<file path="config.mk">
export PLATFORM = sky130hd
export DESIGN_NAME = alu_issue_ctrl_flat
export DESIGN_NICKNAME = d
export VERILOG_FILES = /design/src/rtl/alu_issue_ctrl_if.sv /design/src/rtl/alu_issue_ctrl.sv /design/src/flat_wrapper.sv
export SDC_FILE = /design/constraint.sdc
export NUM_CORES = 1
export LEC_CHECK = 0
export BUFFER_PORTS_ARGS = -buffer_cell sky130_fd_sc_hd__clkbuf_2
export CAP_MARGIN = 20
export CELL_PAD_IN_SITES_DETAIL_PLACEMENT = 0
export CELL_PAD_IN_SITES_GLOBAL_PLACEMENT = 2
export CORE_UTILIZATION = 23
export CTS_CLUSTER_SIZE = 14
export DETAILED_ROUTE_END_ITERATION = 16
export GPL_ROUTABILITY_DRIVEN = 0
export PLACE_DENSITY = 0.87
export SLEW_MARGIN = 20
export SYNTH_ARGS = -nofsm -noshare
export SYNTH_HDL_FRONTEND = slang
export SYNTH_SLANG_ARGS = --single-unit
</file>
<file path="constraint.sdc">
create_clock -name clk -period 2.1 [get_ports clk]
set_input_delay 0.315 -clock clk [delete_from_list [all_inputs] [get_ports clk]]
set_output_delay 0.315 -clock clk [all_outputs]
set_load 0.005 [all_outputs]
</file>
<file path="src/rtl/alu_issue_ctrl_if.sv">
// alu_issue_ctrl_if: request, ALU drive/return and response signals of the ALU issue controller.
interface alu_issue_ctrl_if #(
    parameter int XLEN    = 64,
    parameter int ALUOP_W = 4
);
    logic               req_valid;
    logic               req_ready;
    logic [6:0]         req_opcode;
    logic [2:0]         req_funct3;
    logic [6:0]         req_funct7;
    logic [XLEN-1:0]    req_rs1;
    logic [XLEN-1:0]    req_rs2;
    logic [XLEN-1:0]    req_imm;
    logic [XLEN-1:0]    alu_a;
    logic [XLEN-1:0]    alu_b;
    logic [ALUOP_W-1:0] alu_op;
    logic [XLEN-1:0]    alu_result;
    logic               alu_zero;
    logic               alu_a_bgt_b;
    logic               rsp_valid;
    logic               rsp_ready;
    logic [XLEN-1:0]    rsp_result;
    logic               rsp_branch_taken;
    logic               rsp_illegal;

    modport slave (
        input  req_valid, req_opcode, req_funct3, req_funct7, req_rs1, req_rs2, req_imm,
        input  alu_result, alu_zero, alu_a_bgt_b, rsp_ready,
        output req_ready, alu_a, alu_b, alu_op, rsp_valid, rsp_result, rsp_branch_taken, rsp_illegal
    );

    modport master (
        output req_valid, req_opcode, req_funct3, req_funct7, req_rs1, req_rs2, req_imm,
        output alu_result, alu_zero, alu_a_bgt_b, rsp_ready,
        input  req_ready, alu_a, alu_b, alu_op, rsp_valid, rsp_result, rsp_branch_taken, rsp_illegal
    );
endinterface

</file>
<file path="src/rtl/alu_issue_ctrl.sv">
// alu_issue_ctrl: decodes one RV64 ALU/branch request, drives the external ALU and returns its result.
module alu_issue_ctrl #(
    parameter int XLEN    = 64,
    parameter int ALUOP_W = 4,
    parameter int CNT_W   = 16
) (
    input  logic             clk,
    input  logic             reset,
    alu_issue_ctrl_if.slave  bus,
    output logic [CNT_W-1:0] issued_count_o
);
    localparam logic [ALUOP_W-1:0] OP_AND = ALUOP_W'(4'b0000);
    localparam logic [ALUOP_W-1:0] OP_OR  = ALUOP_W'(4'b0001);
    localparam logic [ALUOP_W-1:0] OP_ADD = ALUOP_W'(4'b0010);
    localparam logic [ALUOP_W-1:0] OP_SUB = ALUOP_W'(4'b0110);
    localparam logic [ALUOP_W-1:0] OP_SLL = ALUOP_W'(4'b1000);

    typedef enum logic [1:0] {IDLE, EXEC, RESP} state_t;

    state_t             state_q, state_d;
    logic [XLEN-1:0]    alu_a_q, alu_b_q, result_q;
    logic [ALUOP_W-1:0] alu_op_q;
    logic [CNT_W-1:0]   cnt_q;
    logic [2:0]         f3_q;
    logic               br_q, taken_q, illegal_q;
    logic               dec_legal, dec_br, br_taken, accept;
    logic [ALUOP_W-1:0] dec_op;
    logic [XLEN-1:0]    dec_b;

    always_comb begin
        dec_legal = 1'b0;
        dec_br    = 1'b0;
        dec_op    = OP_ADD;
        dec_b     = bus.req_rs2;
        case (bus.req_opcode)
            7'b0110011: begin
                dec_legal = (bus.req_funct7 == 7'b0000000 && (bus.req_funct3 == 3'b000 || bus.req_funct3 == 3'b111 || bus.req_funct3 == 3'b110))
                         || (bus.req_funct7 == 7'b0100000 && bus.req_funct3 == 3'b000);
                dec_op = bus.req_funct3 == 3'b111 ? OP_AND : bus.req_funct3 == 3'b110 ? OP_OR :
                         bus.req_funct7[5] ? OP_SUB : OP_ADD;
            end
            7'b0010011: begin
                dec_legal = bus.req_funct3 == 3'b000 || bus.req_funct3 == 3'b111 || bus.req_funct3 == 3'b110 || bus.req_funct3 == 3'b001;
                dec_op = bus.req_funct3 == 3'b111 ? OP_AND : bus.req_funct3 == 3'b110 ? OP_OR :
                         bus.req_funct3 == 3'b001 ? OP_SLL : OP_ADD;
                dec_b  = bus.req_funct3 == 3'b001 ? XLEN'(bus.req_imm[5:0]) : bus.req_imm;
            end
            7'b0000011, 7'b0100011: begin
                dec_legal = 1'b1;
                dec_b     = bus.req_imm;
            end
            7'b1100011: begin
                // signed blt/bge are unsupported: the ALU only reports an unsigned compare
                dec_legal = bus.req_funct3 == 3'b000 || bus.req_funct3 == 3'b001 || bus.req_funct3 == 3'b110 || bus.req_funct3 == 3'b111;
                dec_br    = 1'b1;
                dec_op    = OP_SUB;
            end
            default: dec_legal = 1'b0;
        endcase
    end

    assign accept   = state_q == IDLE && bus.req_valid;
    assign br_taken = br_q & (f3_q == 3'b000 ? bus.alu_zero :
                              f3_q == 3'b001 ? ~bus.alu_zero :
                              f3_q == 3'b110 ? ~bus.alu_zero & ~bus.alu_a_bgt_b :
                                               bus.alu_zero | bus.alu_a_bgt_b);

    always_comb begin
        state_d = state_q;
        case (state_q)
            IDLE:    state_d = bus.req_valid ? (dec_legal ? EXEC : RESP) : IDLE;
            EXEC:    state_d = RESP;
            RESP:    state_d = bus.rsp_ready ? IDLE : RESP;
            default: state_d = IDLE;
        endcase
    end

    always_ff @(posedge clk) begin
        if (reset) begin
            state_q   <= IDLE;
            alu_a_q   <= '0;
            alu_b_q   <= '0;
            alu_op_q  <= OP_ADD;
            result_q  <= '0;
            taken_q   <= 1'b0;
            illegal_q <= 1'b0;
            br_q      <= 1'b0;
            f3_q      <= '0;
            cnt_q     <= '0;
        end else begin
            state_q <= state_d;
            if (accept) begin
                result_q  <= '0;
                taken_q   <= 1'b0;
                illegal_q <= ~dec_legal;
                if (dec_legal) begin
                    alu_a_q  <= bus.req_rs1;
                    alu_b_q  <= dec_b;
                    alu_op_q <= dec_op;
                    br_q     <= dec_br;
                    f3_q     <= bus.req_funct3;
                    if (!(&cnt_q)) cnt_q <= cnt_q + 1'b1;
                end
            end
            if (state_q == EXEC) begin
                result_q <= bus.alu_result;
                taken_q  <= br_taken;
            end
        end
    end

    assign bus.req_ready        = state_q == IDLE;
    assign bus.rsp_valid        = state_q == RESP;
    assign bus.rsp_result       = result_q;
    assign bus.rsp_branch_taken = taken_q;
    assign bus.rsp_illegal      = illegal_q;
    assign bus.alu_a            = alu_a_q;
    assign bus.alu_b            = alu_b_q;
    assign bus.alu_op           = alu_op_q;
    assign issued_count_o       = cnt_q;
endmodule
</file>
<file path="src/flat_wrapper.sv">
// flat-port wrapper written by rule: the top's interface ports become plain ports
module alu_issue_ctrl_flat 
#(
    parameter int XLEN    = 64,
    parameter int ALUOP_W = 4,
    parameter int CNT_W   = 16
)
  (clk, reset, issued_count_o, bus_req_valid, bus_req_opcode, bus_req_funct3, bus_req_funct7, bus_req_rs1, bus_req_rs2, bus_req_imm, bus_alu_result, bus_alu_zero, bus_alu_a_bgt_b, bus_rsp_ready, bus_req_ready, bus_alu_a, bus_alu_b, bus_alu_op, bus_rsp_valid, bus_rsp_result, bus_rsp_branch_taken, bus_rsp_illegal);
  alu_issue_ctrl_if #(.XLEN(XLEN), .ALUOP_W(ALUOP_W)) bus_i ();
  input  logic clk;
  input  logic reset;
  output logic [CNT_W-1:0] issued_count_o;
  input wire logic [$bits(bus_i.req_valid)-1:0] bus_req_valid;
  input wire logic [$bits(bus_i.req_opcode)-1:0] bus_req_opcode;
  input wire logic [$bits(bus_i.req_funct3)-1:0] bus_req_funct3;
  input wire logic [$bits(bus_i.req_funct7)-1:0] bus_req_funct7;
  input wire logic [$bits(bus_i.req_rs1)-1:0] bus_req_rs1;
  input wire logic [$bits(bus_i.req_rs2)-1:0] bus_req_rs2;
  input wire logic [$bits(bus_i.req_imm)-1:0] bus_req_imm;
  input wire logic [$bits(bus_i.alu_result)-1:0] bus_alu_result;
  input wire logic [$bits(bus_i.alu_zero)-1:0] bus_alu_zero;
  input wire logic [$bits(bus_i.alu_a_bgt_b)-1:0] bus_alu_a_bgt_b;
  input wire logic [$bits(bus_i.rsp_ready)-1:0] bus_rsp_ready;
  output wire logic [$bits(bus_i.req_ready)-1:0] bus_req_ready;
  output wire logic [$bits(bus_i.alu_a)-1:0] bus_alu_a;
  output wire logic [$bits(bus_i.alu_b)-1:0] bus_alu_b;
  output wire logic [$bits(bus_i.alu_op)-1:0] bus_alu_op;
  output wire logic [$bits(bus_i.rsp_valid)-1:0] bus_rsp_valid;
  output wire logic [$bits(bus_i.rsp_result)-1:0] bus_rsp_result;
  output wire logic [$bits(bus_i.rsp_branch_taken)-1:0] bus_rsp_branch_taken;
  output wire logic [$bits(bus_i.rsp_illegal)-1:0] bus_rsp_illegal;
  assign bus_i.req_valid = bus_req_valid;
  assign bus_i.req_opcode = bus_req_opcode;
  assign bus_i.req_funct3 = bus_req_funct3;
  assign bus_i.req_funct7 = bus_req_funct7;
  assign bus_i.req_rs1 = bus_req_rs1;
  assign bus_i.req_rs2 = bus_req_rs2;
  assign bus_i.req_imm = bus_req_imm;
  assign bus_i.alu_result = bus_alu_result;
  assign bus_i.alu_zero = bus_alu_zero;
  assign bus_i.alu_a_bgt_b = bus_alu_a_bgt_b;
  assign bus_i.rsp_ready = bus_rsp_ready;
  assign bus_req_ready = bus_i.req_ready;
  assign bus_alu_a = bus_i.alu_a;
  assign bus_alu_b = bus_i.alu_b;
  assign bus_alu_op = bus_i.alu_op;
  assign bus_rsp_valid = bus_i.rsp_valid;
  assign bus_rsp_result = bus_i.rsp_result;
  assign bus_rsp_branch_taken = bus_i.rsp_branch_taken;
  assign bus_rsp_illegal = bus_i.rsp_illegal;
  alu_issue_ctrl #(.XLEN(XLEN), .ALUOP_W(ALUOP_W), .CNT_W(CNT_W)) u_core (.clk(clk), .reset(reset), .bus(bus_i), .issued_count_o(issued_count_o));
endmodule
</file>
Word level (Yosys, flattened, before mapping)

Cells that the tools add are included.
Widths: inputs -> output; s select.

Output and inout bits: 216
Input port bits: 279
Logic and storage cells: 72
Register bits after elaboration: 220

Add/subtract/negate cells: 1
Eq/ne operators: 13
Reduce and logical (&&, ||, !) cells: 19
Bitwise operators: 7
Muxes and demuxes: 22

Operators by type and width:

| cell                  | count |
|---|---|
| $mux 64               | 3 |
| $pmux 64 s2           | 1 |
| $eq 7x6->1 const B    | 3 |
| $mux 4                | 5 |
| $add 16x1->16 const B | 1 |
| $reduce_and 16->1     | 1 |
| $pmux 4 s3            | 1 |
| $eq 3x3->1 const B    | 3 |
| $eq 7x2->1 const B    | 1 |
| $eq 7x5->1 const B    | 1 |
| $eq 7x7->1 const B    | 1 |
| $logic_not 7->1       | 1 |
| $logic_or 1x1->1      | 7 |
| $eq 3x1->1 const B    | 2 |
| $logic_not 3->1       | 2 |
| $mux 1                | 6 |
| $mux 2                | 3 |
| $pmux 2 s3            | 1 |
| $not 1->1             | 4 |
| $pmux 1 s4            | 1 |
| $logic_and 1x1->1     | 3 |
| $mux 3                | 1 |
| $reduce_and 3->1      | 1 |
| $and 1x1->1           | 2 |
| 7 further kinds       | 7 |

Logic depth before layout (Yosys ltp)

Depth after elaboration: 9
Mapped depth: 8
Gate-level depth less buffers: 6

Least setup slack after synthesis

No wires, ideal clock.

Path type: register -> register
Start: register u_core.cnt_q[0], in the netlist u_core.issued_count_o[0]
End: register u_core.cnt_q[9], in the netlist u_core.issued_count_o[9]
Arrival time: 1721 ps
Required time: 1979 ps
Cell stages (with the launch flop): 8
Slack: 258 ps
Path through: dfxtp_1 > ha_1 > and2_1 > nand4_1 > o21ai_1 > buf_4 > nor3_1 > mux2_2

Longest elaborated chain between the ends: 3
Elaborated cells between the ends (all ways): 4
Those cells by class: add/sub: 1; bitwise: 1; reduce/logical: 2

Ends and longest elaborated chain:

| element                                                               | RTL line              | text |
|---|---|---|
| start, declared                                                       | alu_issue_ctrl.sv:23  | `logic [CNT_W-1:0] cnt_q;` |
| start signal, assigned                                                | alu_issue_ctrl.sv:102 | `if (!(&cnt_q)) cnt_q <= cnt_q + 1'b1;` |
| parallel branches: the longest is 3 deep, another holds $add 16x1->16 | n/a                   |  |

Parallel ways; which one is timed is not known.
A chain may end at the register's enable or synchronous reset.

Worst setup path in the final report

Start: register u_core.state_q[1]
End: register u_core.alu_op_q[3], in the netlist u_core.bus.alu_op[3]

Longest elaborated chain between the ends: 3

Ends and longest elaborated chain:

| element                           | RTL line             | text |
|---|---|---|
| start, declared                   | alu_issue_ctrl.sv:20 | `state_t state_q, state_d;` |
| start signal, assigned            | alu_issue_ctrl.sv:91 | `state_q <= state_d;` |
| $logic_not 2->1                   | alu_issue_ctrl.sv:62 | `assign accept = state_q == IDLE && bus.req_valid;` |
| $logic_and 1x1->1                 | alu_issue_ctrl.sv:62 |  |
| $reduce_and 2->1 (no source line) | n/a                  |  |
| end signal, assigned              | alu_issue_ctrl.sv:99 | `alu_op_q <= dec_op;` |
| end, declared                     | alu_issue_ctrl.sv:22 | `logic [ALUOP_W-1:0] alu_op_q;` |

No other way between the ends.

==> impl_summary.md <==
Die
495 I/O pins were placed. The total die area is 0.0379 mm². The core region area is 0.0366 mm².

The initialized floorplan defines 70 standard-cell rows. For this configuration, the core starts out at a cell density of 23.3%. The die is 195 µm tall. The horizontal die dimension is 195 µm.

Global routing
The wire length of the first global-routing pass is 55.5 mm. The overall overflow remaining after global route is 0. In the global route stage, overall resource usage came out at 18.7%. The number of antenna violations at the first check in global routing is 8. The largest net degree at the start of global routing is 76.

The number of global-route vias before repair is 9,724.

Critical path
Data on the critical path is required at its endpoint by 2570 ps. The type of the setup path with the least slack is reg2reg. The timing startpoint of the critical path is u_core.state_q[1]. The startpoint of the most critical register-to-register path is u_core.state_q[1]. The kind of launch point of the worst setup path is a flop. The arrival time at the worst endpoint is 2440 ps. The largest fanout of any net on the critical path is 9.

The type of element capturing the critical path is a flop.

STA
Derived from the worst setup path, the maximum achievable clock frequency is 509 MHz. Setup repair after global routing left no endpoint under its margin. The final hold violation count was 0. The worst path in the final design needs a cycle of 1960 ps, including I/O delays and setup. The max-slew violation count is 0. The worst setup skew after layout is 8.17 ps. For the final routed database, the setup TNS stands at 0 ps. The tightest slew margin relative to the limit is 67.3%. On the final layout, the worst hold slack is 26.6 ps. The ratio of final minimum period to clock period is 93.5%. The pin slew with the least headroom to its limit is 490 ps. Setup violations remaining at the end of the flow were counted as 0.

Finish
The number of nets in the final layout is 1,943. Cells fill 38.5% of the core in the end. The finished layout holds 2,153 standard cells, fillers aside.

The post-route netlist has 37.0% of its cells at a drive strength greater than 1. Registers take 0.00441 mm². Summing all multi-input logic gate instances after layout gives 0.00376 mm². The layout-stage area growth over the synthesis result is 65.0%. The most common library cell in the layout ignoring fill and taps is sky130_fd_sc_hd__clkbuf_2. The count of fill cells added during filler insertion is 3,833. The top cell types in the final layout, fill and taps aside, are sky130_fd_sc_hd__clkbuf_2 (493), sky130_fd_sc_hd__dfxtp_1 (219), sky130_fd_sc_hd__nand2_1 (215).

Routing
Detailed routing placed a total of 18.3 mm of wire on met2. Dividing the detail-routed via count by the number of cells gives 4.60. The detailed router placed 9,901 vias in this run.

The length of routed met3 wiring is 3.01 mm. The uppermost metal layer occupied by signal nets is met4. After the first detailed-routing iteration, the DRC count stood at 382. Wires add up to 37.2 mm. The length of the first detailed-routing pass in iterations is 5.

In the final routing, the length of wire on met1 measures 14.5 mm. Dividing the detail-routed wire length by the instance count gives 17.3 µm. The post-route DRC violation count is 0.

The count of nets left with antenna violations once routing finished came out at 0.

Placement
The HPWL after detailed placement is 27.4 mm. The quantity of I/O buffers inserted on ports is 494. Including well taps, the total number of placed cells is 1,981.

Synth
Of the synthesized area, sequential elements account for 51.6%. The number of enable-type register cells in the synthesized netlist is 0. After synthesis, the share of flip-flops with an asynchronous set or reset is 0%. For this run, the leading register cell type out of synthesis is sky130_fd_sc_hd__dfxtp_1. The netlist uses 46 different library cells.

In this run the mean area of a mapped cell was 8.18 µm². The number of instances in the synthesized netlist is 1,044. In this run the cell area of the synthesized design comes to 0.00854 mm².

In this run, synthesis produced a sequential element count of 220. The number of nets produced by synthesis is 1,324. During synthesis, Yosys emitted a total of 0 warnings.

Hold path
The worst hold-check path type is in2reg. The startpoint identified for the worst hold timing path is bus_req_rs1[25].

Outcome
The run finished with clean final reports.

Power
The share of total power dissipated in the clock network is 47.7%. The share of total power in combinational logic is 8.4%. The analysis attributes to net switching a power of 2.19 mW. Of the total power, the share spent switching nets is 22.7%. The internal power is 7.43 mW. Dividing total power by cell area gives a power density of 683 mW/mm². Per report_power, the sequential group accounts for 43.9% of the total.

The reported leakage power is 6.03 nW. The completed layout was analyzed and its total power is 9.62 mW. The worst vdd rail ir drop is 597 µV.

Clock network
The TritonCTS clock tree is done. After clock tree synthesis, the clock-pin slew on the worst setup and hold paths is 60 ps. The number of buffers added by the clock tree synthesis step is 26.

The clock reaches the later pin of the worst-skew pair after 540 ps. The library cell used as clock root buffer is sky130_fd_sc_hd__clkbuf_16. CTS built an H-tree with a depth of 1. For this design, the sink count on the clock tree is 220. Counting along the longest clock path gives a buffer depth of 3.

Flow run
Across the run, the number of max-cap violations was 0.
[path summary, 6_finish.rpt]
path	to	cells after the start	slack, ps
setup / recovery	u_core.bus.alu_op[3]	7	140
hold / removal	u_core.bus.alu_a[25]	3	30
setup reg to reg	u_core.bus.alu_op[3]	7	140
hold reg to reg	u_core.bus.alu_a[56]	2	450
[metal layers]
metal,global-route usage (%),up-vias
li1,-,4919
met1,20.3,4554
met2,33.8,363
met3,5.93,65
met4,6.85,0
met5,0,-
[power groups by stage]
stage	Clock, mW	Sequential [mW]	Combinational, mW
6_report	4.59	4.22	0.810
5_1_grt	4.89	4.22	0.873
4_1_cts	4.74	4.22	0.810
3_5_place_dp	0	4.31	0.628
3_3_place_gp	0	4.31	0.625
2_1_floorplan	0	4.31	0.190
[flip-flops by register name (all words and copies together), names as in the netlist]
name,flops
u_core.bus.alu_op,4
u_core.state_q,2
u_core.issued_count_o,16
u_core.bus.alu_b,64
u_core.bus.rsp_result,64
u_core.br_q,1
u_core.f3_q,3
u_core.bus.rsp_illegal,1
u_core.bus.rsp_branch_taken,1
u_core.bus.alu_a,64
[area by class of cell]
cell class	count	share of cell area, %
antenna	5	0.0888
clock buffer	37	5.49
clock inverter	8	0.657
inverter	4	0.107
multi-input combinational	727	26.7
sequential	220	31.3
tap	468	4.16
timing repair buffer	684	31.5
[kinds of logic (layout without fill, tap and decap cells)]
group / Yosys count / count (layout) / synth area share, %
xor gates and xnor gates: 1 / 1 / 0.103
buffers and inverters: 97 / 733 / 4.81
muxes: 10 / 10 / 1.22
other: 0 / 5 / 0
and+or+nand+nor: 470 / 470 / 24.3
adders and majority gates: 1 / 1 / 0.147
AOI/OAI and AO/OA: 245 / 245 / 17.9
DFF: 220 / 220 / 51.6
[cell usage after synthesis (2+ instances only)]
master	number	share of area [%]
sky130_fd_sc_hd__nand3b_1	2	0.18
sky130_fd_sc_hd__inv_1	4	0.18
sky130_fd_sc_hd__a31oi_1	5	0.37
sky130_fd_sc_hd__nand2b_1	2	0.15
sky130_fd_sc_hd__mux2_2	3	0.40
sky130_fd_sc_hd__o21ai_0	7	0.41
sky130_fd_sc_hd__nand2_1	217	9.5
sky130_fd_sc_hd__clkbuf_1	56	2.5
sky130_fd_sc_hd__o211ai_1	2	0.18
sky130_fd_sc_hd__nor4_1	2	0.15
sky130_fd_sc_hd__dfxtp_1	220	52
sky130_fd_sc_hd__a221oi_1	58	6.0
sky130_fd_sc_hd__a21oi_1	149	8.7
sky130_fd_sc_hd__and3_1	3	0.22
sky130_fd_sc_hd__nor2_1	78	3.4
sky130_fd_sc_hd__nor3_1	66	3.9
sky130_fd_sc_hd__or4_1	9	0.79
sky130_fd_sc_hd__mux2i_1	7	0.82
sky130_fd_sc_hd__nand3_1	68	4.0
sky130_fd_sc_hd__o22a_1	2	0.21
sky130_fd_sc_hd__a311oi_1	2	0.21
sky130_fd_sc_hd__and2_1	3	0.22
sky130_fd_sc_hd__buf_1	7	0.31
sky130_fd_sc_hd__nand4_1	4	0.29
sky130_fd_sc_hd__buf_2	28	1.6
sky130_fd_sc_hd__or3_1	4	0.29
sky130_fd_sc_hd__o31ai_1	7	0.62
sky130_fd_sc_hd__a211oi_1	6	0.53
sky130_fd_sc_hd__nor2b_1	6	0.44
[metrics by stage]
stage	worst slack [ps]	instance area, µm²
after global placement	-81.0	12000
final	136	14100
after global routing	21.2	14100
after floorplan	258	8540
after detailed placement	-138	12000
after CTS	24.1	14000
[critical path: stages, from the launching register on]
cell	delay (ps)
sky130_fd_sc_hd__dfxtp_2	350
sky130_fd_sc_hd__nor3b_2	180
sky130_fd_sc_hd__buf_4	160
sky130_fd_sc_hd__o211ai_1	130
sky130_fd_sc_hd__o22a_4	250
sky130_fd_sc_hd__buf_4	180
sky130_fd_sc_hd__or4_1	510
sky130_fd_sc_hd__a21oi_1	140
[repair_timing]
action | in CTS | in global routing
hold buffers | 118 | 0
setup buffers | 0 | 4
setup endpoints to repair | 0 | 28
endpoints found under the hold margin | 120 | 0
gates resized for setup | 0 | 1
Power figures use the tool's default switching activity.
